[config.mk]
export PLATFORM = sky130hd
export DESIGN_NAME = dec_scan_low
export DESIGN_NICKNAME = d
export VERILOG_FILES = /design/src/rtl/dec_scan_low.sv
export SDC_FILE = /design/constraint.sdc
export NUM_CORES = 1
export LEC_CHECK = 0
export CORE_MARGIN = 2
export CORE_UTILIZATION = 40
export DETAILED_ROUTE_END_ITERATION = 12
export PLACE_DENSITY = 0.68
export SYNTH_ARGS = -nofsm -noshare
export SYNTH_HDL_FRONTEND = slang
export SYNTH_SLANG_ARGS = --single-unit
[constraint.sdc]
create_clock -name clk -period 3.4 [get_ports clk]
set_clock_uncertainty 0.1 [all_clocks]
set_input_delay 0.68 -clock clk [delete_from_list [all_inputs] [get_ports clk]]
set_output_delay 0.68 -clock clk [all_outputs]
set_load 0.01 [all_outputs]
[src/rtl/dec_scan_low.sv]
// rtl/dec_scan_low.sv - registered active-low one-hot decoder with auto-scan sequencer
module dec_scan_low #(
   parameter int N     = 4,
   parameter int DWELL = 4
) (
   input  logic                clk,
   input  logic                rst,
   input  logic                en,
   input  logic                mode,
   input  logic [N-1:0]        w,
   input  logic                load,
   output logic [(1<<N)-1:0]   y,
   output logic [N-1:0]        idx,
   output logic                wrap
);

   localparam int M  = 1 << N;
   localparam int DW = (DWELL > 1) ? $clog2(DWELL) : 1;
   localparam logic [DW-1:0] LAST  = DW'(DWELL - 1);
   localparam logic [N-1:0]  TOP   = {N{1'b1}};
   localparam logic [M-1:0]  ONE_M = {{(M-1){1'b0}}, 1'b1};

   logic [N-1:0]  r_idx;
   logic [DW-1:0] r_dcnt;
   logic [M-1:0]  r_y;
   logic          r_wrap;

   logic [N-1:0]  w_idx_nxt;
   logic [DW-1:0] w_dcnt_nxt;
   logic          w_wrap_nxt;
   logic [M-1:0]  w_y_nxt;

   // Next index/dwell/wrap: blank holds state, direct follows w, scan steps with load taking priority
   always_comb begin
      w_idx_nxt  = r_idx;
      w_dcnt_nxt = r_dcnt;
      w_wrap_nxt = 1'b0;
      if (en) begin
         if (!mode) begin
            w_idx_nxt  = w;
            w_dcnt_nxt = '0;
         end else if (load) begin
            w_idx_nxt  = w;
            w_dcnt_nxt = '0;
         end else if (r_dcnt == LAST) begin
            w_dcnt_nxt = '0;
            w_idx_nxt  = r_idx + 1'b1;
            w_wrap_nxt = (r_idx == TOP);
         end else begin
            w_dcnt_nxt = r_dcnt + 1'b1;
         end
      end
   end

   // Select lines are decoded from the next index so y and idx always change together
   always_comb begin
      w_y_nxt = '1;
      if (en) begin
         w_y_nxt = ~(ONE_M << w_idx_nxt);
      end
   end

   // All outputs come straight from flops so the strobes are glitch-free
   always_ff @(posedge clk or posedge rst) begin
      if (rst) begin
         r_idx  <= '0;
         r_dcnt <= '0;
         r_y    <= '1;
         r_wrap <= 1'b0;
      end else begin
         r_idx  <= w_idx_nxt;
         r_dcnt <= w_dcnt_nxt;
         r_y    <= w_y_nxt;
         r_wrap <= w_wrap_nxt;
      end
   end

   assign y    = r_y;
   assign idx  = r_idx;
   assign wrap = r_wrap;

endmodule
Yosys cells after proc, flatten, opt, wreduce, memory -nomap -nowiden
Index checks and enable logic that the tools add are counted.
{ "op_classes": {"addsub": 2, "shifts": 1, "bitwise_logic": 1, "n_mux": 12, "n_eq_ne": 2} }
{ "ops": {"columns": ["op", "count"], "rows": [
  ["16-bit 2-to-1 mux", 1],
  ["4-bit 2-to-1 mux", 4],
  ["16-bit inverter", 1],
  ["1-bit by 4-bit left shift with 16-bit output (first input constant)", 1],
  ["2-bit 2-to-1 mux", 3],
  ["4-bit by 1-bit adder with 4-bit output (second input constant)", 1],
  ["4-bit equality test (second input constant)", 1],
  ["1-bit 2-to-1 mux", 4],
  ["2-bit by 1-bit adder with 2-bit output (second input constant)", 1],
  ["2-bit equality test (second input constant)", 1]
]} }
{ "totals": {"inputBits": 9, "ff_bits": 23} }

Longest topological paths before layout
Gate-level depths: netlist of the first run.
{ "depth": {"depth_word": 8, "depth_mapped": 6, "ltp_nobuf": 6} }

Least setup slack after synthesis of the first run
No wires, ideal clock.
{ "synth_timing": {"path_kind": "input to register", "start": "input port load", "end": "register r_y[6] (netlist: y[6])", "n_path_buf": 1, "stages": 6, "setup_ns": 0.066, "arrival_ns": 1.594, "path_slack_ns": 1.640, "path_cell_list": "nand2b_4 > buf_6 > a211oi_2 > a2bb2oi_4 > inv_4 > nand4_1"} }
{ "synth_via": {"elab_chain_len": 6} }
{ "synth_lines": {"columns": ["item", "line_no", "text"], "rows": [
  ["start: declaration", "11", "input logic load,"],
  ["4-bit 2-to-1 mux", "42", "end else if (load) begin"],
  ["4-bit 2-to-1 mux", "39", "if (!mode) begin"],
  ["4-bit 2-to-1 mux", "38", "if (en) begin"],
  ["net w_idx_nxt[1]", "28", "logic [N-1:0] w_idx_nxt;"],
  ["1-bit by 4-bit left shift with 16-bit output", "59", "w_y_nxt = ~(ONE_M << w_idx_nxt);"],
  ["16-bit inverter", "59", null],
  ["16-bit 2-to-1 mux", "58", "if (en) begin"],
  ["net w_y_nxt[6]", "31", "logic [M-1:0] w_y_nxt;"],
  ["end signal: assignment", "73", "r_y <= w_y_nxt;"],
  ["end: declaration", "25", "logic [M-1:0] r_y;"]
]} }
The timed path passes the listed nets, and every way through them passes these cells.
A chain may end at the register's enable or synchronous reset.

Worst setup path after layout of the first run
{ "layout_timing": {"start": "register r_idx[1] (netlist: idx[1])", "end": "output port idx[1]"} }
{ "layout_rtl": {"columns": ["item", "line_no", "text"], "rows": [
  ["start: declaration", "23", "logic [N-1:0] r_idx;"],
  ["start signal: assignment", "71", "r_idx <= w_idx_nxt;"],
  ["end: declaration", "13", "output logic [N-1:0] idx,"]
]} }
No word-level cell between the ends.

==> flow_summary.json, run 1 <==
{
  "seqPwrFrac": 0.563,
  "ys_warn_count": 0,
  "wl_per_cell_um": 14.2,
  "synthCells": 88,
  "cp_max_fo": 5,
  "rows": 18,
  "p_leak_nw": 0.562,
  "p_clk_frac": 0.222,
  "crit_family": "buffers and inverters",
  "firstDrtPassIters": 4,
  "peakVddDrop_mv": 0.361,
  "required_ps": 2620,
  "ys_types": 36,
  "reg2reg_slack_ps": 1540,
  "cp_cell_sequence": "clkdlybuf4s50_1",
  "ctsHtreeMaxLevel": 1,
  "cp-end-kind": "primary output",
  "power.density_nw_per_um2": 382,
  "syn-num-nets": 100,
  "swShare": 0.278,
  "setup_tns_ps": 0,
  "r2r_cells": 5,
  "cts_tree": "done",
  "clock-sinks": 23,
  "dp_hpwl_um": 1600,
  "grt_pass1_wl_um": 3600,
  "hold_violations": 0,
  "busiest_layer": "met2",
  "cts_resized": 0,
  "crit_path_start_kind": "flip-flop",
  "ys_seq_area_frac": 0.546,
  "insertion_delay_ps": 300,
  "r2r_end": "y[8]",
  "worst_slack_ps": 1250,
  "hold_depth": 1,
  "max_freq_mhz": 465,
  "avgSynthCellArea_sq_um": 12.4,
  "grt_max_degree": 24,
  "grt.met3_usage": 0.0488,
  "crit_end": "idx[1]",
  "die_x_um": 56.2,
  "clkTransAtPathRegs_ps": 110,
  "cts-root-buf": "clkbuf_4",
  "max_slew.worst_pin.slew_ps": 826,
  "combinationalPowerShare": 0.215,
  "overflow": 0,
  "cts_hold_buf": 0,
  "die_area_sq_um": 3160,
  "ant_nets": 0,
  "slowest_delay_ps": 590,
  "pin_count": 30,
  "syn_to_final_growth_pct": 30.3,
  "grtUsageMet1": 0.189,
  "grt_util_met2": 0.242,
  "route.detailed.drc": 0,
  "r2r-start": "r_dcnt[0]",
  "slew_violations": 0,
  "synth_area_sq_um": 1090,
  "die_h_um": 56.2,
  "outcome": "complete, no violations",
  "startpoint": "idx[1]",
  "maxCapViolCount": 0,
  "port_buffers": 29,
  "vias_per_cell": 5.43,
  "hold_path.class": "flip-flop to flip-flop",
  "p_int_w": 0.000392,
  "start_util": 0.433,
  "relSlewSlack": 0.449,
  "core_sq_um": 2520,
  "dp_slack_ps": 1040,
  "layout-drive-gt1-share": 0.288,
  "gp_congestion": 0.842,
  "cp_num_buf_inv": 1,
  "setup_violations": 0,
  "switchingPower_w": 0.000151,
  "cp.depth": 1,
  "path_class": "flip-flop to primary output",
  "cp_slowest_cell": "clkdlybuf4s50_1",
  "arrival_ps": 1370,
  "rsz0062_at_grt": "false",
  "cts_setup_buffers": 0,
  "nNetsFinal": 131,
  "cts_buffer_depth": 2,
  "antenna_cells": 0,
  "hold_start": "r_dcnt[1]",
  "vias": 803,
  "antenna_found_initial": 0,
  "track_usage": 0.146,
  "drtIter0Drc": 10,
  "grt_pass1_vias": 770,
  "period_share": 0.632,
  "period_needed_ps": 2150,
  "synth-seq-cells": 23,
  "finalWirelength_um": 2100,
  "cts_made_buffers": 3
}
-- cell families (layout without fill, tap and decap cells) --
group	count (synthesis)	in the layout	synth area share
AOI/OAI and AO/OA	15	15	0.139
adders and majority gates	3	3	0.0344
buffers and inverters	8	38	0.0436
DFF	23	23	0.546
muxes	3	3	0.0321
and+or+nand+nor	36	36	0.205
-- power by group through the flow --
stage	clock, W	sequential, W	combinational, W
floorplan	0	0.000314	0.0000672
global placement	0	0.000310	0.000116
detailed placement	0	0.000310	0.000117
CTS	0.000126	0.000306	0.000118
global route	0.000140	0.000308	0.000128
finish	0.000120	0.000306	0.000117
-- cell usage after synthesis, drive strengths merged --
cell / n / area (sq um)
buf: 3 / 23.8
o21a: 1 / 7.51
nand3: 5 / 25.0
and2b: 1 / 10.0
dfrtp: 7 / 175
a221oi: 1 / 15.0
and3: 1 / 6.26
o2bb2ai: 2 / 36.3
a21o: 2 / 15.0
dfstp: 16 / 420
mux2i: 2 / 23.8
a21oi: 4 / 20.0
nor2: 5 / 21.3
and3b: 1 / 10.0
nand2: 3 / 11.3
and2: 1 / 6.26
nor3b: 1 / 7.51
inv: 5 / 23.8
mux2: 1 / 11.3
nand4: 14 / 93.8
a2bb2oi: 1 / 26.3
ha: 3 / 37.5
nand2b: 3 / 26.3
nor2b: 1 / 6.26
o21ai: 2 / 10.0
a211oi: 1 / 12.5
a211o: 1 / 8.76
-- how the worst min path moves through the flow --
stage                     end
global placement    r_dcnt[1]
CTS                 r_dcnt[1]
finish              r_dcnt[1]
floorplan           r_dcnt[1]
global route        r_dcnt[1]
detailed placement  r_dcnt[1]
-- layout by cell type, fill, tap and decap left out, types with 3 or more instances in the layout --
cell and count:
ha_1 3, clkdlybuf4s50_1 29, nor2_1 4, nand4_1 13, clkbuf_4 3, nand3_1 5, a21oi_1 4, dfrtp_1 7
nand2_1 3, dfstp_2 16
-- routing by layer --
layer  part of all wire  vias to the layer above
met5                  0                        -
li1                   -                      385
met2               0.50                       23
met3              0.046                        2
met4             0.0048                        0
met1               0.45                      393
-- flip-flops by register name, indices dropped and copies added (netlist names) --
register  cells
idx           4
r_dcnt        2
y            16
wrap          1
-- per-stage QoR --
step | area, sq um | instances | hold slack (ps) | util | power, W
final | 1420 | 148 | 444 | 0.563 | 0.000543
after global placement | 1400 | 144 | 412 | 0.553 | 0.000426
after detailed placement | 1400 | 144 | 428 | 0.553 | 0.000428
after CTS | 1420 | 148 | 455 | 0.563 | 0.000550
after global routing | 1420 | 148 | 500 | 0.563 | 0.000576
after floorplan | 1090 | 88 | 384 | - | 0.000381
-- layout make-up --
| cell class | count | area [sq um] |
|---|---|---|
| fill | 216 | 1100 |
| sequential | 23 | 596 |
| multi-input combinational | 57 | 448 |
| timing repair buffer | 29 | 290 |
| tap | 30 | 37.5 |
| clock buffer | 4 | 26.3 |
| inverter | 5 | 23.8 |
Note: power is estimated with default switching activity, not from simulation.
==> run 2, diff against run 1 <==
==> constraint.sdc (replaced) <==
create_clock -name clk -period 2.02 [get_ports clk]
set_clock_uncertainty 0.1 [all_clocks]
set_input_delay 0.404 -clock clk [delete_from_list [all_inputs] [get_ports clk]]
set_output_delay 0.404 -clock clk [all_outputs]
set_load 0.01 [all_outputs]
==> run 2 against run 1 <==
  * Routed wire length rose by 2.9%
  * Critical path depth unchanged
  * Combinational power rose by 74%
  * Worst setup slack got worse by 1100 ps
  * Cell count is 2.7% higher
  * Final area increased by 2.3%
  * Sequential cell count is the same
  * Largest cell class unchanged
  * Clock power increased by 69%
  * Sequential power rose by 68%
  * Die area stayed put
  * First-iteration DRC count increased by 40%
==> flow_summary.json, run 2 (synthesis results as in run 1) <==
{
  "cts_hold_buf": 0,
  "outcome": "complete, no violations",
  "antenna_cells": 0,
  "ctsHtreeMaxLevel": 1,
  "required_ps": 1520,
  "p_leak_nw": 0.583,
  "max_freq_mhz": 525,
  "cp_num_buf_inv": 1,
  "slowest_delay_ps": 590,
  "die_area_sq_um": 3160,
  "maxCapViolCount": 0,
  "r2r-start": "idx[0]",
  "max_slew.worst_pin.slew_ps": 338,
  "largest_register_ff_count": 16,
  "dp_hpwl_um": 1650,
  "relSlewSlack": 0.775,
  "wl_per_cell_um": 14.2,
  "period_needed_ps": 1910,
  "start_util": 0.433,
  "route.detailed.drc": 0,
  "power.total_w": 0.000921,
  "cts_buffer_depth": 2,
  "rows": 18,
  "cp_slowest_cell": "clkdlybuf4s50_1",
  "period_share": 0.944,
  "vias": 813,
  "power.density_nw_per_um2": 634,
  "cts_resized": 0,
  "cts-root-buf": "clkbuf_4",
  "rsz0062_at_grt": "false",
  "firstDrtPassIters": 4,
  "drtIter0Drc": 14,
  "peakVddDrop_mv": 0.505,
  "final_common_cell": "clkdlybuf4s50_1",
  "cts_setup_buffers": 0,
  "vias_per_cell": 5.35,
  "r2r_cells": 5,
  "die_h_um": 56.2,
  "overflow": 0,
  "hold_path.class": "input port to asynchronous set/reset pin",
  "r2r_end": "y[6]",
  "clock-sinks": 23,
  "grt_pass1_wl_um": 3640,
  "cp_max_fo": 5,
  "grt_pass1_vias": 776,
  "clkTransAtPathRegs_ps": 130,
  "crit_path_start_kind": "flip-flop",
  "insertion_delay_ps": 300,
  "nNetsFinal": 135,
  "ant_nets": 0,
  "cp_cell_sequence": "clkdlybuf4s50_1",
  "cp-end-kind": "primary output",
  "layout-drive-gt1-share": 0.328,
  "track_usage": 0.146,
  "slew_violations": 0,
  "stdcell_area_sq_um": 1450,
  "core_sq_um": 2520,
  "antenna_found_initial": 0,
  "finalWirelength_um": 2160,
  "grt_max_degree": 24,
  "dpl_cell_area_sq_um": 1430,
  "hold_violations": 0,
  "setup_violations": 0,
  "cts_tree": "done",
  "path_class": "flip-flop to primary output",
  "gp_congestion": 0.814,
  "cts_made_buffers": 3,
  "pin_count": 30,
  "arrival_ps": 1400,
  "reg2reg_slack_ps": 190,
  "die_x_um": 56.2,
  "final_cell_mix": "clkdlybuf4s50_1, dfstp_2, nand4_1",
  "port_buffers": 29,
  "syn_to_final_growth_pct": 33.3,
  "crit_family": "buffers and inverters"
}
-- run 2: cell type report --
cell class                 instances  area, sq um
inverter                           5         23.8
clock inverter                     1         5.00
timing repair buffer              33          320
clock buffer                       3         22.5
multi-input combinational         57          449
tap                               30         37.5
sequential                        23          596
fill                             220         1070
-- run 2: how the worst max path moves through the flow --
| stage | slack [ps] | start | end | depth (start not counted) |
|---|---|---|---|---|
| after floorplan | 370 | idx[0] | y[0] | 5 |
| after global placement | -40 | load | y[14] | 5 |
| after detailed placement | -90 | mode | y[14] | 5 |
| after CTS | 80 | idx[1] | idx[1] | 1 |
| after global routing | 50 | r_dcnt[0] | y[0] | 5 |
| final | 110 | idx[1] | idx[1] | 1 |
-- run 2: through the flow --
stage,std cells,setup TNS (ps),worst slack (ps),utilization,hold WS [ps]
after global routing,152,0,47.9,0.576,321
after detailed placement,148,-934,-91.2,0.565,412
final,152,0,114,0.576,317
after global placement,148,-148,-41.1,0.565,409
after CTS,152,0,83.9,0.576,314
after floorplan,88,0,366,-,294
-- run 2: metal layers --
| layer | GRT usage | wire length, um | part of all wire |
|---|---|---|---|
| met5 | 0 | 0 | 0 |
| met4 | 0.0306 | 15 | 0.0069 |
| met3 | 0.0442 | 106 | 0.049 |
| met2 | 0.240 | 1110 | 0.51 |
| met1 | 0.189 | 935 | 0.43 |
-- run 2: power breakdown --
part           internal (W)  switching [W]  total [W]
sequential         0.000491      0.0000241   0.000515
clock             0.0000738       0.000129   0.000203
combinational     0.0000957       0.000107   0.000203
==> run 3, diff against run 2 <==
==> constraint.sdc (replaced) <==
create_clock -name clk -period 2.09 [get_ports clk]
set_clock_uncertainty 0.1 [all_clocks]
set_input_delay 0.418 -clock clk [delete_from_list [all_inputs] [get_ports clk]]
set_output_delay 0.418 -clock clk [all_outputs]
set_load 0.01 [all_outputs]
==> run 3 against run 2 <==
  * Die area did not move
  * Global-route usage fell by 0.16 points
  * Critical path depth did not move
  * Core utilization fell by 0.35 points
  * Combinational power fell by 5%
  * Worst setup slack improved by 64 ps
  * Largest cell class unchanged
  * Sequential share of layout area rose by 0.25 points
  * Critical endpoint unchanged
  * Register-to-register slack barely moved
==> flow_summary.json, run 3 (synthesis results as in run 1) <==
{
  "outcome": "complete, no violations",
  "dp_slack_ps": -22.3,
  "antenna_found_initial": 0,
  "setup_violations": 0,
  "stdcell_area_sq_um": 1450,
  "start_util": 0.433,
  "rows": 18,
  "cts_resized": 0,
  "relSlewSlack": 0.773,
  "clock-sinks": 23,
  "fillers": 228,
  "grt_max_degree": 24,
  "slew_violations": 0,
  "max_freq_mhz": 523,
  "slowest_delay_ps": 590,
  "power.density_nw_per_um2": 614,
  "arrival_ps": 1390,
  "ctsHtreeMaxLevel": 1,
  "crit_path_start_kind": "flip-flop",
  "multi_input_area_sq_um": 448,
  "cp_num_buf_inv": 1,
  "antenna_cells": 0,
  "core_sq_um": 2520,
  "cts_buffer_depth": 2,
  "ant_nets": 0,
  "cp-end-kind": "primary output",
  "p_leak_nw": 0.579,
  "seqCellArea_sq_um": 596,
  "cts-root-buf": "clkbuf_4",
  "die_area_sq_um": 3160,
  "cp_max_fo": 5,
  "hold_violations": 0,
  "period_share": 0.915,
  "track_usage": 0.144,
  "cts_setup_buffers": 0,
  "final_common_cell": "clkdlybuf4s50_1",
  "port_buffers": 29,
  "cts_hold_buf": 0,
  "final_cell_mix": "clkdlybuf4s50_1, dfstp_2, nand4_1",
  "wl_per_cell_um": 14.0,
  "insertion_delay_ps": 300,
  "crit_family": "buffers and inverters",
  "cp_slowest_cell": "clkdlybuf4s50_1",
  "clkTransAtPathRegs_ps": 120,
  "r2r_end": "y[14]",
  "cts_tree": "done",
  "reg2reg_slack_ps": 200,
  "nNetsFinal": 134,
  "gp_congestion": 0.810,
  "hold_path.class": "input port to asynchronous set/reset pin",
  "cp_cell_sequence": "clkdlybuf4s50_1",
  "grt_pass1_wl_um": 3580,
  "path_class": "flip-flop to primary output",
  "required_ps": 1570,
  "overflow": 0,
  "grt_pass1_vias": 750,
  "pin_count": 30,
  "dp_hpwl_um": 1640,
  "vias_per_cell": 5.26,
  "r2r-start": "r_dcnt[0]",
  "period_needed_ps": 1910,
  "drtIter0Drc": 23,
  "cts_made_buffers": 3,
  "syn_to_final_growth_pct": 32.5,
  "dpl_cell_area_sq_um": 1420,
  "max_slew.worst_pin.slew_ps": 340,
  "firstDrtPassIters": 4,
  "layout-drive-gt1-share": 0.314,
  "finalWirelength_um": 2110,
  "worst_slack_ps": 178,
  "dp.cells": 147,
  "vias": 795,
  "maxCapViolCount": 0,
  "largest_register_ff_count": 16,
  "final_cells": 151,
  "power.total_w": 0.000887,
  "peakVddDrop_mv": 0.653,
  "route.detailed.drc": 0,
  "r2r_cells": 5,
  "die_x_um": 56.2,
  "post-route-util": 0.573,
  "die_h_um": 56.2,
  "rsz0062_at_grt": "false"
}
-- run 3: changes by cell type in the layout (fill, tap and decap cells not counted), sizes merged --
| cell | delta |
|---|---|
| buf | -1 |
-- run 3: worst min-delay path, stage by stage --
cell and delay (ps):
clkdlybuf4s50_1 400, inv_1 50, buf_4 270
-- run 3: how the worst max path moves through the flow --
stage                    from     end  depth (start not counted)
floorplan              idx[0]    y[0]                          5
CTS                    idx[1]  idx[1]                          1
global placement         mode   y[14]                          6
finish                 idx[1]  idx[1]                          1
detailed placement       load   y[14]                          5
global route        r_dcnt[0]   y[14]                          5
-- run 3: through the flow --
step | TNS, ps | hold slack, ps
finish | 0 | 330
global route | 0 | 356
CTS | 0 | 334
detailed placement | -54.5 | 421
global placement | 0 | 408
floorplan | 0 | 308
-- run 3: per-layer routing --
metal,track usage,vias up,wire (um)
li1,-,392,-
met1,0.201,379,925
met2,0.224,22,1070
met3,0.0488,2,99
met4,0.0204,0,15
met5,0,-,0
-- run 3: area by class of cell --
| cell class | instances | area share |
|---|---|---|
| Inverter | 5 | 0.0165 |
| Clock buffer | 3 | 0.0156 |
| Multi-Input combinational cell | 57 | 0.310 |
| Tap cell | 30 | 0.0260 |
| Clock inverter | 1 | 0.00346 |
| Sequential cell | 23 | 0.412 |
| Timing Repair Buffer | 32 | 0.216 |
-- run 3: report_power, final --
| part | switching, W | internal (W) | total (W) |
|---|---|---|---|
| clock | 0.000125 | 0.0000714 | 0.000196 |
| combinational | 0.000102 | 0.0000908 | 0.000193 |
| sequential | 0.0000230 | 0.000475 | 0.000498 |
